File: src/rtl/cache_tag_valid_array.sv
`default_nettype none
// ============================================================================
//  Module      : cache_tag_valid_array
//  Description : N-way set-associative tag/valid store. Registers a hit/miss
//                result and victim way one cycle after a lookup, installs
//                fills, invalidates single lines and clears the whole array
//                with a one-set-per-cycle flush sweep.
//  Ports       : clk, reset (async, active-high)
//                lookup_valid/lookup_addr/lookup_ready -> request side
//                resp_valid/hit/hit_way/victim_way     -> registered result
//                fill_valid/fill_addr                  -> line install
//                inv_valid/inv_addr                    -> line invalidate
//                flush_req/flush_busy/flush_done       -> full-array sweep
//  Revision    : 1.0 - initial release
// ============================================================================
module cache_tag_valid_array #(
   parameter int ADDR_BITS  = 5,
   parameter int INDEX_BITS = 3,
   parameter int WAYS       = 2
) (
   input  logic                       clk,
   input  logic                       reset,
   input  logic                       lookup_valid,
   input  logic [ADDR_BITS-1:0]       lookup_addr,
   output logic                       lookup_ready,
   output logic                       resp_valid,
   output logic                       hit,
   output logic [$clog2(WAYS)-1:0]    hit_way,
   output logic [$clog2(WAYS)-1:0]    victim_way,
   input  logic                       fill_valid,
   input  logic [ADDR_BITS-1:0]       fill_addr,
   input  logic                       inv_valid,
   input  logic [ADDR_BITS-1:0]       inv_addr,
   input  logic                       flush_req,
   output logic                       flush_busy,
   output logic                       flush_done
);

   localparam int c_SETS     = 2**INDEX_BITS;
   localparam int c_WAY_BITS = $clog2(WAYS);
   localparam int c_TAG_BITS = ADDR_BITS - INDEX_BITS;

   localparam logic [1:0] c_ST_IDLE  = 2'd0;
   localparam logic [1:0] c_ST_SWEEP = 2'd1;
   localparam logic [1:0] c_ST_DONE  = 2'd2;

   localparam logic [INDEX_BITS-1:0] c_LAST_SET = INDEX_BITS'(c_SETS - 1);

   // Array state
   logic [WAYS-1:0]       r_valid [c_SETS];
   logic [c_TAG_BITS-1:0] r_tag   [c_SETS][WAYS];
   logic [c_WAY_BITS-1:0] r_rr    [c_SETS];

   // Flush control
   logic [1:0]            r_state;
   logic [1:0]            w_state_nxt;
   logic [INDEX_BITS-1:0] r_cnt;

   // Request qualification: a flush request taken in IDLE drops any
   // same-cycle lookup or fill.
   logic w_flush_start;
   logic w_lk_do;
   logic w_fill_do;
   logic w_inv_do;

   assign w_flush_start = (r_state == c_ST_IDLE) && flush_req;
   assign w_lk_do       = lookup_valid && lookup_ready && !w_flush_start;
   assign w_fill_do     = fill_valid && !flush_busy && !w_flush_start;
   assign w_inv_do      = inv_valid && !flush_busy;

   // ------------------------------------------------------------------
   // Lookup decode (reads pre-update state)
   // ------------------------------------------------------------------
   logic [INDEX_BITS-1:0] w_lk_set;
   logic [c_TAG_BITS-1:0] w_lk_tag;
   logic [WAYS-1:0]       w_lk_match;
   logic                  w_lk_hit;
   logic [c_WAY_BITS-1:0] w_lk_hit_way;
   logic [c_WAY_BITS-1:0] w_lk_free_way;
   logic [c_WAY_BITS-1:0] w_lk_victim;

   assign w_lk_set = lookup_addr[INDEX_BITS-1:0];
   assign w_lk_tag = lookup_addr[ADDR_BITS-1:INDEX_BITS];

   always_comb begin
      w_lk_match    = '0;
      w_lk_hit_way  = '0;
      w_lk_free_way = '0;
      for (int w = 0; w < WAYS; w++) begin
         w_lk_match[w] = r_valid[w_lk_set][w] && (r_tag[w_lk_set][w] == w_lk_tag);
      end
      // Descending scan leaves the lowest-numbered qualifying way
      for (int w = WAYS-1; w >= 0; w--) begin
         if (w_lk_match[w])           w_lk_hit_way  = c_WAY_BITS'(w);
         if (!r_valid[w_lk_set][w])   w_lk_free_way = c_WAY_BITS'(w);
      end
      w_lk_hit = |w_lk_match;
      // On a hit a fill would rewrite the matching way
      if (w_lk_hit)
         w_lk_victim = w_lk_hit_way;
      else if (&r_valid[w_lk_set])
         w_lk_victim = r_rr[w_lk_set];
      else
         w_lk_victim = w_lk_free_way;
   end

   // ------------------------------------------------------------------
   // Invalidate decode
   // ------------------------------------------------------------------
   logic [INDEX_BITS-1:0] w_inv_set;
   logic [c_TAG_BITS-1:0] w_inv_tag;
   logic [WAYS-1:0]       w_inv_match;
   logic [c_WAY_BITS-1:0] w_inv_way;
   logic                  w_inv_hit;

   assign w_inv_set = inv_addr[INDEX_BITS-1:0];
   assign w_inv_tag = inv_addr[ADDR_BITS-1:INDEX_BITS];

   always_comb begin
      w_inv_match = '0;
      w_inv_way   = '0;
      for (int w = 0; w < WAYS; w++) begin
         w_inv_match[w] = r_valid[w_inv_set][w] && (r_tag[w_inv_set][w] == w_inv_tag);
      end
      for (int w = WAYS-1; w >= 0; w--) begin
         if (w_inv_match[w]) w_inv_way = c_WAY_BITS'(w);
      end
      w_inv_hit = |w_inv_match;
   end

   // ------------------------------------------------------------------
   // Fill decode: sees the set as it looks after a same-cycle invalidate,
   // so an invalidate+fill of one line leaves it valid.
   // ------------------------------------------------------------------
   logic [INDEX_BITS-1:0] w_fill_set;
   logic [c_TAG_BITS-1:0] w_fill_tag;
   logic [WAYS-1:0]       w_fill_vpost;
   logic [WAYS-1:0]       w_fill_match;
   logic                  w_fill_hit;
   logic [c_WAY_BITS-1:0] w_fill_hit_way;
   logic [c_WAY_BITS-1:0] w_fill_free_way;
   logic [c_WAY_BITS-1:0] w_fill_way;
   logic                  w_fill_adv;

   assign w_fill_set = fill_addr[INDEX_BITS-1:0];
   assign w_fill_tag = fill_addr[ADDR_BITS-1:INDEX_BITS];

   always_comb begin
      w_fill_vpost    = r_valid[w_fill_set];
      w_fill_match    = '0;
      w_fill_hit_way  = '0;
      w_fill_free_way = '0;
      if (w_inv_do && (w_inv_set == w_fill_set))
         w_fill_vpost = w_fill_vpost & ~w_inv_match;
      for (int w = 0; w < WAYS; w++) begin
         w_fill_match[w] = w_fill_vpost[w] && (r_tag[w_fill_set][w] == w_fill_tag);
      end
      for (int w = WAYS-1; w >= 0; w--) begin
         if (w_fill_match[w])  w_fill_hit_way  = c_WAY_BITS'(w);
         if (!w_fill_vpost[w]) w_fill_free_way = c_WAY_BITS'(w);
      end
      w_fill_hit = |w_fill_match;
      if (w_fill_hit)
         w_fill_way = w_fill_hit_way;
      else if (&w_fill_vpost)
         w_fill_way = r_rr[w_fill_set];
      else
         w_fill_way = w_fill_free_way;
      // Pointer moves only when a valid line is evicted
      w_fill_adv = !w_fill_hit && (&w_fill_vpost);
   end

   // ------------------------------------------------------------------
   // Valid bits and round-robin pointers
   // ------------------------------------------------------------------
   always_ff @(posedge clk or posedge reset) begin
      if (reset) begin
         for (int s = 0; s < c_SETS; s++) begin
            r_valid[s] <= '0;
            r_rr[s]    <= '0;
         end
      end else if (r_state == c_ST_SWEEP) begin
         r_valid[r_cnt] <= '0;
         r_rr[r_cnt]    <= '0;
      end else begin
         if (w_inv_do && w_inv_hit)
            r_valid[w_inv_set][w_inv_way] <= 1'b0;
         // Issued after the invalidate so the fill wins on the same bit
         if (w_fill_do) begin
            r_valid[w_fill_set][w_fill_way] <= 1'b1;
            if (w_fill_adv)
               r_rr[w_fill_set] <= r_rr[w_fill_set] + c_WAY_BITS'(1);
         end
      end
   end

   // Tag storage carries no reset; valid bits qualify it
   always_ff @(posedge clk) begin
      if (w_fill_do)
         r_tag[w_fill_set][w_fill_way] <= w_fill_tag;
   end

   // ------------------------------------------------------------------
   // Registered lookup response
   // ------------------------------------------------------------------
   always_ff @(posedge clk or posedge reset) begin
      if (reset) begin
         resp_valid <= 1'b0;
         hit        <= 1'b0;
         hit_way    <= '0;
         victim_way <= '0;
      end else if (w_lk_do) begin
         resp_valid <= 1'b1;
         hit        <= w_lk_hit;
         hit_way    <= w_lk_hit_way;
         victim_way <= w_lk_victim;
      end else begin
         resp_valid <= 1'b0;
         hit        <= 1'b0;
         hit_way    <= '0;
         victim_way <= '0;
      end
   end

   // ------------------------------------------------------------------
   // Flush FSM
   // ------------------------------------------------------------------
   always_ff @(posedge clk or posedge reset) begin
      if (reset)
         r_state <= c_ST_IDLE;
      else
         r_state <= w_state_nxt;
   end

   always_comb begin
      w_state_nxt = r_state;
      case (r_state)
         c_ST_IDLE:  if (flush_req) w_state_nxt = c_ST_SWEEP;
         // Terminal set detected explicitly; the counter never re-sweeps
         c_ST_SWEEP: if (r_cnt == c_LAST_SET) w_state_nxt = c_ST_DONE;
         c_ST_DONE:  w_state_nxt = c_ST_IDLE;
         default:    w_state_nxt = c_ST_IDLE;
      endcase
   end

   always_comb begin
      flush_busy   = (r_state == c_ST_SWEEP) || (r_state == c_ST_DONE);
      flush_done   = (r_state == c_ST_DONE);
      lookup_ready = (r_state == c_ST_IDLE);
   end

   // Set counter holds 0 outside the sweep so each sweep starts at set 0
   always_ff @(posedge clk or posedge reset) begin
      if (reset)
         r_cnt <= '0;
      else if (r_state == c_ST_SWEEP)
         r_cnt <= r_cnt + INDEX_BITS'(1);
      else
         r_cnt <= '0;
   end

endmodule
`default_nettype wire

File: config.mk
export PLATFORM = sky130hd
export DESIGN_NAME = cache_tag_valid_array
export DESIGN_NICKNAME = d
export VERILOG_FILES = /design/src/rtl/cache_tag_valid_array.sv
export SDC_FILE = /design/constraint.sdc
export NUM_CORES = 1
export LEC_CHECK = 0
export CAP_MARGIN = 30
export CORE_MARGIN = 2
export CORE_UTILIZATION = 45
export DETAILED_ROUTE_END_ITERATION = 12
export HOLD_SLACK_MARGIN = 0.05
export PLACE_DENSITY = 0.71
export SLEW_MARGIN = 20
export SYNTH_ARGS = -nofsm -noshare
export SYNTH_HDL_FRONTEND = slang
export SYNTH_SLANG_ARGS = --single-unit
File: constraint.sdc
create_clock -name clk -period 3.05 [get_ports clk]
set_input_delay 0.61 -clock clk [delete_from_list [all_inputs] [get_ports clk]]
set_output_delay 0.61 -clock clk [all_outputs]
set_load 0.005 [all_outputs]
==> results_dict.tcl <==
set metrics [dict create \
    outcome "completed" \
    yosysSeqAreaShare 0.396 \
    synth_cell_types 76 \
    ir_worst_vdd_uv 259 \
    clk_latency_ns 0.34 \
    p_total_w 0.00285 \
    fmaxAchievable_ghz 0.334 \
    dpl_cell_area_sq_um 5160 \
    final_cell_mix "nor2_1, buf_4, dfrtp_1" \
    place_ws_ns -0.550 \
    period_share 0.982 \
    tightest_slew_ns 0.623 \
    syn_avg_cell_area_sq_um 11.1 \
    portBuffers 27 \
    core_sq_um 9770 \
    dieArea_sq_um 10800 \
    worstHoldPathCells 2 \
    area_delta_synth_final_pct 21.2 \
    min_path_type "flop to flop" \
    clock_skew_ns 0.00987 \
    overflow 0 \
    die_w_microns 104 \
    dr.pass1.iters 5 \
    grt_pass1_wl_microns 20500 \
    worst_setup_path_end_kind "flop" \
    async_flop_share 0.508 \
    numCtsBuffers 9 \
    critPathMaxFanout 5 \
    p_leak_nw 2.17 \
    die_h_microns 104 \
    syn_area_sq_um 4510 \
    grt_pass1_vias 3740 \
    post-route-util 0.560 \
    start_util 0.462 \
    fin_crit_ns 2.99 \
    fin_nets 488 \
    slowest_delay_ns 0.47 \
    yosysWarnings 0 \
    h-tree-depth 3 \
    synthCells 406 \
    fin_area_sq_um 5470 \
    path_clk_slew_ns 0.07 \
    drtIter0Drc 355 \
    insertedDiodeCount 0 \
    fillers 850 \
    routed_via_density 6.05 \
    start_kind "input pin" \
    syn-num-nets 432 \
    holdBufCountCts 0 \
    drive_gt1_frac 0.263 \
    synth_seq_cells 65 \
    fin_hold_ws_ns 0.536 \
    yosys.area.top_type "edfxtp_1" \
    routed_wl_microns 12700 \
    wl_per_cell_microns 21.2 \
    worst_ep_required_time_ns 3.28 \
    grt_max_degree 54 \
    path_class "input pin to flop" \
    r2r_cells 6 \
    crit_arrival_ns 3.23 \
    synth_area_leaders "edfxtp_1, dfrtp_1, mux4_2, mux2i_1, nor2_1" \
    vias 3631 \
    antenna_found_initial 0 \
    cts_tree "built" \
    synth_edf_count 32 \
    hold_viol_final 0 \
    dpl.hpwl_microns 9200 \
    numClockSinks 65 \
    clockBufferDepth 2 \
    synth_top_area_share 0.213 \
    antenna_left 0 \
    drc 0 \
    drv_cap 0 \
    num_rows 36 \
    cp_slowest_cell "mux4_2" \
    powerDensity_nw_per_um2 520 \
    yosys_most_used_dff "dfrtp_1" \
    grt_usage 0.246 \
    slew_headroom 0.580 \
    setup_viol 0 \
    report.final.slew_viol_count 0 \
    fin_ws_ns 0.0551 \
    cts-root-buf "clkbuf_8" \
    crit_chain "dlygate4sd2_1, bufbuf_16, mux2i_1, mux4_2, xnor2_1, or3_4, a2111oi_2, buf_4, a311oi_1, a211o_1" \
    gp_congestion 0.921 \
    rsz0062_at_grt "no" \
    ios 28 \
]
flip-flops by register name, summed over array words and instances, names as in the netlist:
signal,flops
hit,1
hit_way,1
r_cnt,3
r_rr,8
r_state,2
r_tag,32
r_valid,16
resp_valid,1
victim_way,1
cells in the mapped netlist (all sizes together), types with 2 or more instances:
cell and count:
nand2 25, o221ai 2, nor2 46, mux2i 28, o311ai 3, nor4 2
mux4 27, nand4 2, o21a 2, a21boi 3, inv 17, a22o 11
edfxtp 32, nand3 10, a221oi 2, o22ai 4, o21ai 19, a31oi 7
ha 5, nor3b 2, and3 2, mux2 7, xnor2 3, a211oi 4
xor2 10, o31ai 6, nor3 6, buf 20, o21bai 2, clkbuf 11
and2 4, nand2b 6, a21o 4, nor2b 7, a211o 2, a21oi 11
dfrtp 33
repair_timing:
item | 4_1_cts | 5_1_grt
cloned | 2 | 0
buffers inserted | 2 | 0
setup endpoints to repair | 50 | 54
pin swaps | 3 | 1
gates resized for setup | 25 | 2
cell families (layout without fill, tap and decap cells):
logic type | Yosys count | count (layout) | synth area share
AO/OA/AOI/OAI | 95 | 96 | 0.159
XOR/XNOR | 13 | 13 | 0.0269
adder cells (fa/ha/maj) | 5 | 5 | 0.0139
buffers and inverters | 48 | 108 | 0.0610
flip-flops | 65 | 65 | 0.396
multiplexers | 62 | 62 | 0.216
AND/OR/NAND/NOR | 118 | 118 | 0.128
critical path, delay by kind of cell:
| family | cells | cell delay (ns) |
|---|---|---|
| xor gates and xnor gates | 1 | 0.17 |
| buffers and inverters | 3 | 0.74 |
| AOI/OAI and AO/OA | 3 | 0.72 |
| muxes | 2 | 0.58 |
| and+or+nand+nor | 1 | 0.39 |
metal layers:
metal	global-route usage	wire (microns)
met4	0.0801	216
met5	0	0
met2	0.383	5990
met3	0.0614	1100
met1	0.340	5420
final timing paths:
kind                                             start                    end  slack, ns
worst max-delay path                       inv_addr[0]  r_valid[11]$_DFF_PP0_       0.06
worst min register to register     r_rr[7]$_DFFE_PP0P_    r_rr[7]$_DFFE_PP0P_       0.54
min in group asynchronous                        reset   resp_valid$_DFF_PP0_       0.66
worst min-delay path               r_rr[7]$_DFFE_PP0P_    r_rr[7]$_DFFE_PP0P_       0.54
worst max register to register  r_state[0]$_DFFE_PP0P_  r_tag[7][0]$_DFFE_PP_       0.44
max in group asynchronous                        reset    r_rr[7]$_DFFE_PP0P_       2.09
through the flow:
stage               setup TNS [ns]  std cells
floorplan                        0        406
global route                     0        600
finish                           0        600
CTS                              0        600
detailed placement          -26.90        580
global placement            -23.79        580
cell type report:
class | instances | area (sq um) | share of cell area
well taps | 133 | 166 | 0.0304
clock inverters | 4 | 20.0 | 0.00366
flip-flops and latches | 65 | 1790 | 0.327
inverters | 17 | 63.8 | 0.0117
clock buffers | 12 | 135 | 0.0247
multi-input cells | 294 | 2550 | 0.466
repair buffers | 75 | 751 | 0.137
where the power goes:
part	switching [W]	leakage (nW)	internal (W)	total, W
clock network	0.000332	0.0839	0.000290	0.000623
logic	0.000599	1.36	0.000483	0.00108
registers	0.000116	0.732	0.00102	0.00114
total	0.00105	2.17	0.00180	0.00285
Power figures use the tool's default switching activity.
